<file path="config.mk">
export PLATFORM = sky130hd
export DESIGN_NAME = serial_addsub
export DESIGN_NICKNAME = d
export VERILOG_FILES = /design/src/rtl/serial_addsub.sv
export SDC_FILE = /design/constraint.sdc
export NUM_CORES = 1
export LEC_CHECK = 0
export ABC_AREA = 1
export CAP_MARGIN = 40
export CORE_ASPECT_RATIO = 0.75
export CORE_MARGIN = 5
export CORE_UTILIZATION = 35
export CTS_CLUSTER_SIZE = 20
export DETAILED_ROUTE_END_ITERATION = 8
export DONT_BUFFER_PORTS = 1
export MAX_ROUTING_LAYER = met4
export SLEW_MARGIN = 20
export SYNTH_ARGS = -nofsm -noshare
export SYNTH_HDL_FRONTEND = slang
export SYNTH_SLANG_ARGS = --single-unit
</file>
<file path="constraint.sdc">
create_clock -name clk -period 3.8 [get_ports clk]
set_input_delay 0.76 -clock clk [delete_from_list [all_inputs] [get_ports clk]]
set_output_delay 0.76 -clock clk [all_outputs]
set_load 0.01 [all_outputs]
</file>
<file path="src/rtl/serial_addsub.sv">
// rtl/serial_addsub.sv - digit-serial signed adder/subtractor with carry/overflow/zero/negative flags
// Optional clamp on signed overflow: define SERIAL_ADDSUB_SATURATE_EN.
module serial_addsub #(
    parameter int WIDTH = 16,
    parameter int DIGIT = 4
) (
    input  logic             clk,
    input  logic             reset,
    input  logic             start,
    input  logic [WIDTH-1:0] a,
    input  logic [WIDTH-1:0] b,
    input  logic             opcode,
    output logic             ready,
    output logic             busy,
    output logic             done,
    output logic [WIDTH-1:0] sum,
    output logic             carry,
    output logic             overflow,
    output logic             zero,
    output logic             negative
);

    localparam int N  = WIDTH / DIGIT;
    localparam int CW = (N > 1) ? $clog2(N) : 1;

    typedef enum logic [1:0] {
        S_IDLE = 2'd0,
        S_RUN  = 2'd1,
        S_DONE = 2'd2
    } state_t;

    state_t           state;
    state_t           state_nxt;
    logic [WIDTH-1:0] areg;
    logic [WIDTH-1:0] breg;
    logic [WIDTH-1:0] work;
    logic [WIDTH-1:0] work_nxt;
    logic [WIDTH-1:0] final_sum;
    logic             creg;
    logic [CW-1:0]    cnt;
    logic [DIGIT-1:0] a_dig;
    logic [DIGIT-1:0] b_dig;
    logic [DIGIT:0]   dsum;
    logic             last;
    logic             accept;
    logic             cin_msb;
    logic             ovf_nxt;
    int               idx;

    assign accept = start && ready;
    assign last   = (cnt == CW'(N - 1));

    always_ff @(posedge clk or posedge reset) begin
        if (reset) begin
            state <= S_IDLE;
        end else begin
            state <= state_nxt;
        end
    end

    always_comb begin
        state_nxt = state;
        case (state)
            S_IDLE:  if (start) state_nxt = S_RUN;
            S_RUN:   if (last) state_nxt = S_DONE;
            S_DONE:  state_nxt = start ? S_RUN : S_IDLE;
            default: state_nxt = S_IDLE;
        endcase
    end

    always_comb begin
        ready = (state == S_IDLE) || (state == S_DONE);
        busy  = (state == S_RUN);
    end

    // One digit of the ripple add; carry into the top bit is recovered from the sum bit.
    always_comb begin
        idx      = int'(cnt) * DIGIT;
        a_dig    = areg[idx +: DIGIT];
        b_dig    = breg[idx +: DIGIT];
        dsum     = {1'b0, a_dig} + {1'b0, b_dig} + {{DIGIT{1'b0}}, creg};
        cin_msb  = a_dig[DIGIT-1] ^ b_dig[DIGIT-1] ^ dsum[DIGIT-1];
        ovf_nxt  = cin_msb ^ dsum[DIGIT];
        work_nxt = work;
        work_nxt[idx +: DIGIT] = dsum[DIGIT-1:0];
    end

    always_comb begin
        final_sum = work_nxt;
`ifdef SERIAL_ADDSUB_SATURATE_EN
        if (ovf_nxt) begin
            final_sum = areg[WIDTH-1] ? {1'b1, {(WIDTH-1){1'b0}}} : {1'b0, {(WIDTH-1){1'b1}}};
        end
`endif
    end

    always_ff @(posedge clk or posedge reset) begin
        if (reset) begin
            areg     <= '0;
            breg     <= '0;
            work     <= '0;
            creg     <= 1'b0;
            cnt      <= '0;
            done     <= 1'b0;
            sum      <= '0;
            carry    <= 1'b0;
            overflow <= 1'b0;
            zero     <= 1'b0;
            negative <= 1'b0;
        end else begin
            done <= 1'b0;
            if (accept) begin
                areg <= a;
                breg <= b ^ {WIDTH{opcode}};
                creg <= opcode;
                cnt  <= '0;
                work <= '0;
            end else if (state == S_RUN) begin
                work <= work_nxt;
                creg <= dsum[DIGIT];
                cnt  <= last ? '0 : cnt + CW'(1);
                if (last) begin
                    done     <= 1'b1;
                    sum      <= final_sum;
                    carry    <= dsum[DIGIT];
                    overflow <= ovf_nxt;
                    zero     <= (final_sum == '0);
                    negative <= final_sum[WIDTH-1];
                end
            end
        end
    end

endmodule
</file>
==> metrics.md, run 1 <==
| Metric | Value |
|---|---|
| Number of synthesized flops with an enable pin | `0` |
| I/O Buffers | `0` |
| Fin. Hold Viols | `0` |
| RD Place Congestion | `a little under 0.9` |
| Hold WS | `0.3823 ns` |
| P_sw | `around 1.8 mW` |
| Critical path endpoint category | `flip-flop` |
| Synth Register Bits | `73` |
| Die width | `around 130 um` |
| Non-filler cells, final | `586` |
| First-pass GRT wire length | `14.87 mm` |
| HP Class | `input pin to async pin` |
| Syn_area_per_cell | `about 8.2 um2` |
| Crit path kind | `flip-flop to flip-flop` |
| Relative slew margins | `0.5808` |
| Final instance area | `around 0.0041 mm2` |
| TritonCTS Sinks | `73` |
| Static Leak | `between 2 and 2.5 nW` |
| Most instantiated cells after synthesis | `155 x nand2_1, 73 x dfrtp_1, 61 x o21ai_0, 38 x inv_1, 24 x nor2_1` |
| Overflow after GRT | `0` |
| Combinational family with the most area after synthesis | `simple AND/OR/NAND/NOR gates` |
| Fillers | `1091` |
| Via count of the first global-routing pass | `around 2800` |
| H-Tree Depth | `3` |
| Largest net degree at the start of global routing | `47` |
| Avg WL per Cell | `around 15 um` |
| Core area | `just over 0.01 mm2` |
| Max Cap Viol | `0` |
| Die Ht | `98.48 um` |
| Gr usage total | `0.1533` |
| Cell with the most instances after synthesis | `nand2_1` |
| Compound-Gate Fraction of Synth Area | `0.1144` |
| Crit path max fanout | `20` |
| Worst Setup Start Kind | `flip-flop` |
| Slew Limit Fails | `0` |
| Slowest stage delay, CP | `about 0.63 ns` |
| Distinct cells, synth | `26` |
| Synth Area in XOR/XNOR | `0.04075` |
| Mapped Area | `0.003654 mm2` |
| Critical Path AT | `about 3.2 ns` |
| Hold Buf Count CTS | `0` |
| Max Freq | `roughly 0.33 GHz` |
| Overall Power | `approximately 4.2 mW` |
| Fin nets | `between 400 and 500` |
| Place WS | `0.8292 ns` |
| Via Count | `2815` |
| Crit-path cells | `inv_2 -> o21ai_0 -> o22ai_1 -> fa_1 -> inv_1 -> fa_1 -> inv_1 -> nand2_1 -> o21ai_1 -> nor2_1 -> nand2_1 -> nor2_1 -> nand2_1 -> nor2_1 -> nand3_1 -> nand2_1` |
| Antenna violations before repair | `0` |
| Clock share of power | `0.234` |
| Most used DFF post-synth | `dfrtp_1` |
| Critical path data required time | `~4 ns` |
| Number of routed nets with antenna violations | `0` |
| Comb pwr share | `0.432` |
| RSZ-0062 raised after global routing | `false` |
| Final core utilization | `0.4027` |
| Worst-margin pin slew | `between 0.6 and 0.7 ns` |
| Outcome | `finished, final reports clean` |
| Int Pwr | `approximately 2.4 mW` |
| # setup viols final | `0` |
| Post-cts sizing count | `0` |
| CTS clk-pin slew, worst paths | `0.06 ns` |
| Max Buffers Root-to-Sink | `2` |
| Worst vdd ir | `~370 uV` |
| Top cells by area, synth | `dfrtp_1 50%, nand2_1 16%, o21ai_0 8.4%` |
| Ratio of cells with drive above 1 in the final layout | `0.08000` |
| Slowest cell on crit path | `dfrtp_1` |
| Top cell type's share of synthesized area | `0.5000` |
| Effective utilization at floorplan | `0.3564` |
| Min cycle time layout | `2.997 ns` |
| Synth Net Count | `roughly 500` |
| Drt via density | `around 4.8` |
| Skew-Pair Late Insertion Delay | `approximately 0.33 ns` |
| Area leader, netlist | `dfrtp_1` |
| Cells after Synth | `around 450` |
| Yosys warns | `0` |
| # diodes | `0` |
| Cells after DPL | `570` |
| Setup Skew | `about 0.0059 ns` |
| Fin crit share | `0.7887` |
| CTS tree | `done` |
| Post-synthesis async set-or-reset flop share | `1.000` |
| Area post-placement | `0.003782 mm2` |
| Remaining DRCs | `0` |
| # Post-CTS Setup Buffers | `0` |
| CTS root buf | `clkbuf_16` |
| Die area | `around 0.013 mm2` |
| Most used cell, CP | `nand2_1` |
| PwrDens | `between 1000 and 1500 mW/mm2` |
| DR pass1 iterations | `4` |
| Setup ws final | `between 0.8 and 0.9 ns` |
| Sw Share | `0.4275` |
| Proportion of synthesized area in mux cells | `0` |
| Area growth syn-to-layout | `12.98%` |
| Setup TNS | `0 ns` |
| TritonCTS buffer count | `9` |
| Sequential area share after synthesis | `0.5000` |
| WL final | `about 9 mm` |
| Iter 0 DRT Violations | `between 150 and 200` |
| Area share of fa/ha/maj cells after synthesis | `0.04178` |
| # IOs | `59` |
| Reg power frac | `0.334` |
| Simple-gate share of the synthesized area | `0.2318` |
| Detailed placement HPWL | `approximately 6.5 mm` |
| Rows | `32` |
==> state kept, by name, summed over array words and instances (netlist names) <==
signal,count
areg,16
breg,16
carry,1
cnt,2
creg,1
done,1
overflow,1
state,2
sum,16
work,16
zero,1
==> layout by cell type (no fill, tap or decap), drive strengths merged <==
cell,count
clkinv,2
ha,9
o21ai,63
nand2,157
nor2,29
bufinv,3
a22o,1
nand3,14
inv,42
buf,5
o22ai,9
clkbuf,11
a32oi,2
a21oi,4
fa,2
clkinvlp,1
dfrtp,73
or2,2
xnor2,17
nand4,4
==> power groups by stage <==
stage          registers (mW)  clock network (mW)  logic, mW
4_1_cts                  1.39               0.995       1.80
3_3_place_gp             1.40                   0       1.77
6_report                 1.39               0.972       1.79
2_1_floorplan            1.30                   0       1.43
3_5_place_dp             1.40                   0       1.79
5_1_grt                  1.43                1.03       2.08
==> cell families after synthesis <==
family / Yosys count
buf+inv: 62
simple gates: 206
flops: 73
xor+xnor: 17
fa+ha+maj: 11
compound gates: 79
==> worst paths after layout <==
kind	startpoint	to	slack (ns)	cells past startpoint
worst max-delay path	cnt[0]	zero	0.80	16
worst min register to register	areg[11]	areg[11]	0.48	2
min in group clk	areg[11]	areg[11]	0.48	2
worst max register to register	cnt[0]	zero	0.80	16
worst min-delay path	reset	sum[14]	0.38	2
max in group asynchronous	reset	work[15]	2.86	3
==> layer usage <==
layer  GRT usage  share of wire  vias up
li1            -              -     1412
met1      0.2233           0.52     1329
met2      0.2043           0.40       66
met3     0.04821          0.068        8
met4     0.04160          0.011        0
met5           -              0        -
==> area by class of cell <==
cell class	count	area, um2	share of cell area
Inverter	43	161.4	0.03910
Sequential cell	73	1827	0.4426
Timing Repair Buffer	5	57.56	0.01394
Tap cell	136	170.2	0.04122
Clock inverter	5	102.6	0.02486
Multi-Input combinational cell	313	1567	0.3795
Clock buffer	11	242.7	0.05881
==> worst max-delay path, delay by kind of cell (launching register included) <==
family	cells	cell delay, ns
simple gates	8	0.44
compound gates	3	0.49
fa+ha+maj	2	0.86
flops	1	0.63
buf+inv	3	0.44
(Power assumes the default switching activity.)
==> run 2: changes to the inputs <==
- clock period: 3.8 -> 2.65 ns (I/O delays scaled with it)
==> run 2 against run 1 <==
Compared with the run above:
- non-clock buffer count rose by 10
- count of clock-buffer cells in the layout did not move
- register-to-register slack got worse by 0.71 ns
- flip-flop and latch count did not move
- hold slack got worse by 0.21 ns
- critical path type unchanged
- die area did not move
==> metrics.md, run 2 (synthesis gave the netlist of run 1 again) <==
| Metric | Value |
|---|---|
| # diodes | `0 (unchanged)` |
| Commonest non-fill, non-tap cell in the layout | `nand2_1` |
| Setup Skew | `0.007413 ns (+0.001544 ns)` |
| Static Leak | `2.078 nW (+3.8%)` |
| I/O Buffers | `0 (unchanged)` |
| Crit path kind | `flip-flop to flip-flop` |
| Number of routed nets with antenna violations | `0 (unchanged)` |
| Critical Path AT | `2.79 ns (-0.43 ns)` |
| Via count of the first global-routing pass | `2890 (+1.7%)` |
| Rows | `32 (unchanged)` |
| Relative slew margins | `0.5598 (-0.02095)` |
| Worst reg2reg setup slack | `0.09 ns (-0.71 ns)` |
| TritonCTS buffer count | `9 (unchanged)` |
| Largest net degree at the start of global routing | `46 (-2.1%)` |
| RD Place Congestion | `0.9095 (+5.0%)` |
| Overflow after GRT | `0 (unchanged)` |
| Most used cell, CP | `nand2_1` |
| Worst R2R Start | `cnt[0]` |
| HP Class | `input pin to async pin` |
| Die area | `0.01260 mm2 (unchanged)` |
| DR pass1 iterations | `4 (unchanged)` |
| Max Buffers Root-to-Sink | `2 (unchanged)` |
| Avg WL per Cell | `15.10 um (+0.32%)` |
| CTS root buf | `clkbuf_16` |
| Remaining DRCs | `0 (unchanged)` |
| Worst Setup Start Kind | `flip-flop` |
| Slowest cell on crit path | `fa_1` |
| Effective utilization at floorplan | `0.3564 (unchanged)` |
| Gr usage total | `0.1569 (+0.003654)` |
| Max Freq | `0.3907 GHz (+17%)` |
| Fin. Hold Viols | `0 (unchanged)` |
| CP Depth | `16 (unchanged)` |
| Crit-path cells | `clkinv_4 -> o21ai_4 -> o22ai_2 -> fa_2 -> inv_2 -> fa_1 -> inv_2 -> nand2_1 -> o21ai_2 -> nor2_1 -> nand2_1 -> nor2_1 -> nand2_1 -> nor2_1 -> nand3_1 -> nand2_1` |
| # setup viols final | `0 (unchanged)` |
| Slew Limit Fails | `0 (unchanged)` |
| CTS tree | `done` |
| Antenna violations before repair | `0 (unchanged)` |
| Drt via density | `4.834 (+0.63%)` |
| First-pass GRT wire length | `15.18 mm (+2.1%)` |
| Die Ht | `98.48 um (unchanged)` |
| Die width | `128.0 um (unchanged)` |
| Worst r2r dst | `zero` |
| Via Count | `2881 (+2.3%)` |
| Detailed placement HPWL | `6.603 mm (+1.2%)` |
| Most frequent cells in the layout | `154 x nand2_1, 71 x dfrtp_1, 57 x o21ai_0` |
| Iter 0 DRT Violations | `163 (-12%)` |
| WL final | `8.997 mm (+2.0%)` |
| H-Tree Depth | `3 (unchanged)` |
| Max Cap Viol | `0 (unchanged)` |
| TritonCTS Sinks | `73 (unchanged)` |
| Crit path buf inv count | `3 (unchanged)` |
| Fin crit share | `0.9659 (+0.1772)` |
| Fin nets | `502 (+2.0%)` |
| Crit path max fanout | `7 (-65%)` |
| Worst-margin pin slew | `0.6593 ns (+0.03268 ns)` |
| Overall Power | `6.481 mW (+56%)` |
| Core area | `0.01025 mm2 (unchanged)` |
| RSZ-0062 raised after global routing | `true` |
| Skew-Pair Late Insertion Delay | `0.34 ns (about the same)` |
| Min cycle time layout | `2.560 ns (-0.4374 ns)` |
| Cell family with most CP delay | `adder cells` |
| Critical path data required time | `2.88 ns (-1.14 ns)` |
| CTS clk-pin slew, worst paths | `0.06 ns (about the same)` |
| Fillers | `1067 (-2.2%)` |
| Slowest stage delay, CP | `0.46 ns (-0.17 ns)` |
| Worst vdd ir | `552.7 uV (+51%)` |
| Area growth syn-to-layout | `18.18%` |
| Final core utilization | `0.4213 (+0.01855)` |
| Ratio of cells with drive above 1 in the final layout | `0.1370 (+0.05696)` |
| PwrDens | `1501 mW/mm2 (+49%)` |
| Outcome | `finished, final reports clean` |
| # IOs | `59 (unchanged)` |
| Critical path endpoint category | `flip-flop` |
| R2R depth | `16 (unchanged)` |
[run 2: cell count changes in the layout (fill, tap and decap cells not counted), sizes merged]
| cell | change |
|---|---|
| buf | +10 |
| bufinv | +2 |
| clkinvlp | -1 |
| inv | -1 |
[run 2: area by class of cell]
class / count / area (um2) / area share
timing repair buffer: 15 / 128.9 / 0.02985
tap: 136 / 170.2 / 0.03941
clock buffer: 11 / 242.7 / 0.05622
clock inverter: 5 / 150.1 / 0.03477
multi-input combinational: 313 / 1628 / 0.3770
sequential: 73 / 1829 / 0.4236
inverter: 43 / 168.9 / 0.03912
[run 2: report_power, final]
part	switching [mW]	internal [mW]	total [mW]
Sequential	0.402	1.59	2.00
Clock	0.468	1.14	1.60
Combinational	1.83	1.05	2.88
Total	2.70	3.78	6.48
[run 2: metrics by stage]
stage | hold slack [ns] | cells | cell area (um2) | TNS [ns] | setup slack (ns)
2_1_floorplan | 0.4436 | 448 | 3654 | 0 | 0.02007
5_1_grt | 0.2196 | 596 | 4318 | -0.09139 | -0.08495
6_report | 0.1674 | 596 | 4318 | 0 | 0.09034
4_1_cts | 0.1743 | 592 | 4214 | 0 | 0.03221
3_5_place_dp | 0.4664 | 576 | 3820 | -0.1033 | -0.1033
3_3_place_gp | 0.4646 | 576 | 3820 | 0 | 0.1131
[run 2: worst max path at each step]
stage               startpoint    to
detailed placement      cnt[0]  zero
global route            cnt[0]  zero
finish                  cnt[0]  zero
floorplan               cnt[0]  zero
CTS                     cnt[0]  zero
global placement        cnt[0]  zero
[run 2: per-layer routing]
layer / vias up / global-route usage / wire (um)
met5: - / - / 0
met4: 0 / 0.05710 / 139
met3: 12 / 0.04442 / 581
met2: 77 / 0.2068 / 3685
met1: 1357 / 0.2279 / 4592
li1: 1435 / - / -
[run 2: repair_timing]
item,in CTS,in global routing
buffers inserted,0,5
pin swaps,0,9
resized for setup,2,25
endpoints found under the hold margin,0,0
endpoints found under the setup margin,2,6
hold buffers,0,0
==> run 3: changes to the inputs <==
- CORE_UTILIZATION: 35 -> 40
- PLACE_DENSITY: default -> 0.55
==> run 3 against run 2 <==
Compared with the run above:
- final cell count down 3.5%
- global-route usage increased by 2.2 points
- register-to-register slack got worse by 0.08 ns
- clock power shrank 17%
- wire length is 1.0% higher
- sequential share of layout area up 0.87 points
- via count is essentially flat
- largest power group unchanged
==> metrics.md, run 3 (synthesis gave the netlist of run 1 again) <==
| Metric | Value |
|---|---|
| Worst R2R Start | `cnt[0]` |
| Clock share of power | `0.214 (-0.034)` |
| Iter 0 DRT Violations | `184 (+13%)` |
| Sw Share | `0.4366 (+0.01942)` |
| Rows | `30 (-6.3%)` |
| RSZ-0062 raised after global routing | `true` |
| Overflow after GRT | `0 (unchanged)` |
| RD Place Congestion | `0.9010 (-0.93%)` |
| H-Tree Depth | `3 (unchanged)` |
| Global routing's busiest layer | `met1` |
| Max Buffers Root-to-Sink | `2 (unchanged)` |
| I/O Buffers | `0 (unchanged)` |
| TritonCTS buffer count | `9 (unchanged)` |
| Crit-path cells | `buf_4 -> nor2_2 -> o22ai_2 -> fa_2 -> inv_2 -> fa_1 -> inv_1 -> nand2_1 -> o21ai_2 -> nor2_1 -> nand2_1 -> nor2_1 -> nand2_1 -> nor2_1 -> nand3_1 -> nand2_1` |
| Fin. Hold Viols | `0 (unchanged)` |
| Most frequent cells in the layout | `154 x nand2_1, 72 x dfrtp_1, 59 x o21ai_0` |
| Worst vdd ir | `432.5 uV (-22%)` |
| Commonest non-fill, non-tap cell in the layout | `nand2_1` |
| Detailed placement HPWL | `6.587 mm (-0.24%)` |
| Slowest stage delay, CP | `0.45 ns (about the same)` |
| CTS tree | `done` |
| Met3 usage | `0.06593 (+0.02151)` |
| Fin nets | `505 (+0.60%)` |
| First-pass GRT wire length | `15.19 mm (about the same)` |
| Core area | `0.008971 mm2 (-12%)` |
| Cell family with most CP delay | `adder cells` |
| Avg WL per Cell | `15.81 um (+4.7%)` |
| Critical path endpoint category | `flip-flop` |
| Remaining DRCs | `0 (unchanged)` |
| PwrDens | `1470 mW/mm2 (-2.1%)` |
| Slew Limit Fails | `0 (unchanged)` |
| Die Ht | `92.77 um (-5.8%)` |
| Critical Path AT | `2.86 ns (+0.07 ns)` |
| Antenna violations before repair | `0 (unchanged)` |
| Setup TNS | `0 ns (unchanged)` |
| Largest net degree at the start of global routing | `50 (+8.7%)` |
| CTS clk-pin slew, worst paths | `0.06 ns (about the same)` |
| Skew-Pair Late Insertion Delay | `0.33 ns (about the same)` |
| # IOs | `59 (unchanged)` |
| Overall Power | `6.215 mW (-4.1%)` |
| Max Freq | `0.3793 GHz (-2.9%)` |
| Relative slew margins | `0.5429 (-0.01691)` |
| Most used cell, CP | `nand2_1` |
| Setup ws final | `0.01352 ns (-0.07682 ns)` |
| WL final | `9.091 mm (+1.0%)` |
| HP Class | `input pin to async pin` |
| Crit path kind | `flip-flop to flip-flop` |
| Static Leak | `2.065 nW (-0.64%)` |
| DR pass1 iterations | `4 (unchanged)` |
| Via Count | `2883 (+0.069%)` |
| Area growth syn-to-layout | `15.72%` |
| Die width | `120.4 um (-6.0%)` |
| Worst Setup Start Kind | `flip-flop` |
| Max Cap Viol | `0 (unchanged)` |
| Critical path data required time | `2.88 ns (about the same)` |
| Int Pwr | `3.502 mW (-7.3%)` |
| Reg power frac | `0.317 (+0.009)` |
| Final core utilization | `0.4713 (+0.05000)` |
| # setup viols final | `0 (unchanged)` |
| Place WS | `0.03162 ns (+0.1349 ns)` |
| TritonCTS Sinks | `73 (unchanged)` |
| Met1 Use GR | `0.2538 (+0.02589)` |
| Fin crit share | `0.9949 (+0.02899)` |
| Hold Buf Count CTS | `0 (unchanged)` |
| Fillers | `875 (-18%)` |
| Comb pwr share | `0.468 (+0.023)` |
| Worst-margin pin slew | `0.6846 ns (+0.02533 ns)` |
| Outcome | `finished, final reports clean` |
| Worst r2r dst | `zero` |
| Via count of the first global-routing pass | `2959 (+2.4%)` |
| # diodes | `0 (unchanged)` |
| Ratio of cells with drive above 1 in the final layout | `0.1404 (+0.003432)` |
| R2R depth | `16 (unchanged)` |
| Crit path max fanout | `7 (unchanged)` |
| Hold WS | `0.1769 ns (+0.009503 ns)` |
| CTS root buf | `clkbuf_16` |
| Effective utilization at floorplan | `0.4073 (+0.05081)` |
| Drt via density | `5.014 (+3.7%)` |
| Number of routed nets with antenna violations | `0 (unchanged)` |
| Die area | `0.01116 mm2 (-11%)` |
| Setup Skew | `0.004432 ns (-0.002981 ns)` |
| Slowest cell on crit path | `fa_1` |
| P_sw | `2.713 mW (+0.37%)` |
| M2 GR Usage | `0.2384 (+0.03167)` |
| Worst reg2reg setup slack | `0.01 ns (-0.08 ns)` |
| Min cycle time layout | `2.636 ns (+0.07682 ns)` |
| Gr usage total | `0.1789 (+0.02197)` |
| Crit path buf inv count | `3 (unchanged)` |
| CP Depth | `16 (unchanged)` |
-- run 3: cell count changes in the layout (fill, tap and decap cells not counted), sizes merged --
cell,delta
inv,+1
clkinvlp,+1
bufinv,-3
buf,+3
clkinv,+1
-- run 3: power groups by stage --
stage	Clock [mW]	Combinational [mW]	Sequential [mW]
floorplan	0	2.06	1.86
global placement	0	2.66	1.98
CTS	1.36	2.74	1.96
global route	1.42	3.31	2.03
detailed placement	0	2.72	1.97
finish	1.33	2.91	1.97
-- run 3: metrics by stage --
stage / cell area, um2 / instances
finish: 4228 / 575
global route: 4228 / 575
CTS: 4154 / 572
floorplan: 3654 / 448
global placement: 3820 / 556
detailed placement: 3820 / 556
-- run 3: cell type report --
cell class	instances	area, um2	share of cell area
well taps	112	140.1	0.03315
multi-input cells	313	1614	0.3818
repair buffers	18	151.4	0.03581
clock inverters	5	77.57	0.01835
inverters	43	163.9	0.03877
flip-flops and latches	73	1828	0.4324
clock buffers	11	252.7	0.05978
-- run 3: how the worst max path moves through the flow --
stage,from,end
after floorplan,cnt[0],zero
after global placement,cnt[0],zero
after detailed placement,cnt[0],zero
after CTS,cnt[0],zero
after global routing,cnt[0],zero
final,cnt[0],zero
-- run 3: layer usage --
layer / share of wire / up-vias
li1: - / 1446
met1: 0.51 / 1348
met2: 0.40 / 83
met3: 0.085 / 6
met4: 0.0098 / 0
met5: 0 / -
-- run 3: repair_timing --
action,in CTS,in global routing
endpoints found under the setup margin,1,10
setup buffers,0,3
pin swaps,0,9
gates resized for setup,1,18
-- run 3: worst reg2reg max path, stage by stage, from the launching register on --
cell and delay, ns:
dfrtp_2 0.44, buf_4 0.17, nor2_2 0.13, o22ai_2 0.11, fa_2 0.39, inv_2 0.07, fa_1 0.45, inv_1 0.12
nand2_1 0.07, o21ai_2 0.16, nor2_1 0.07, nand2_1 0.06, nor2_1 0.04, nand2_1 0.05, nor2_1 0.04, nand3_1 0.11
nand2_1 0.05
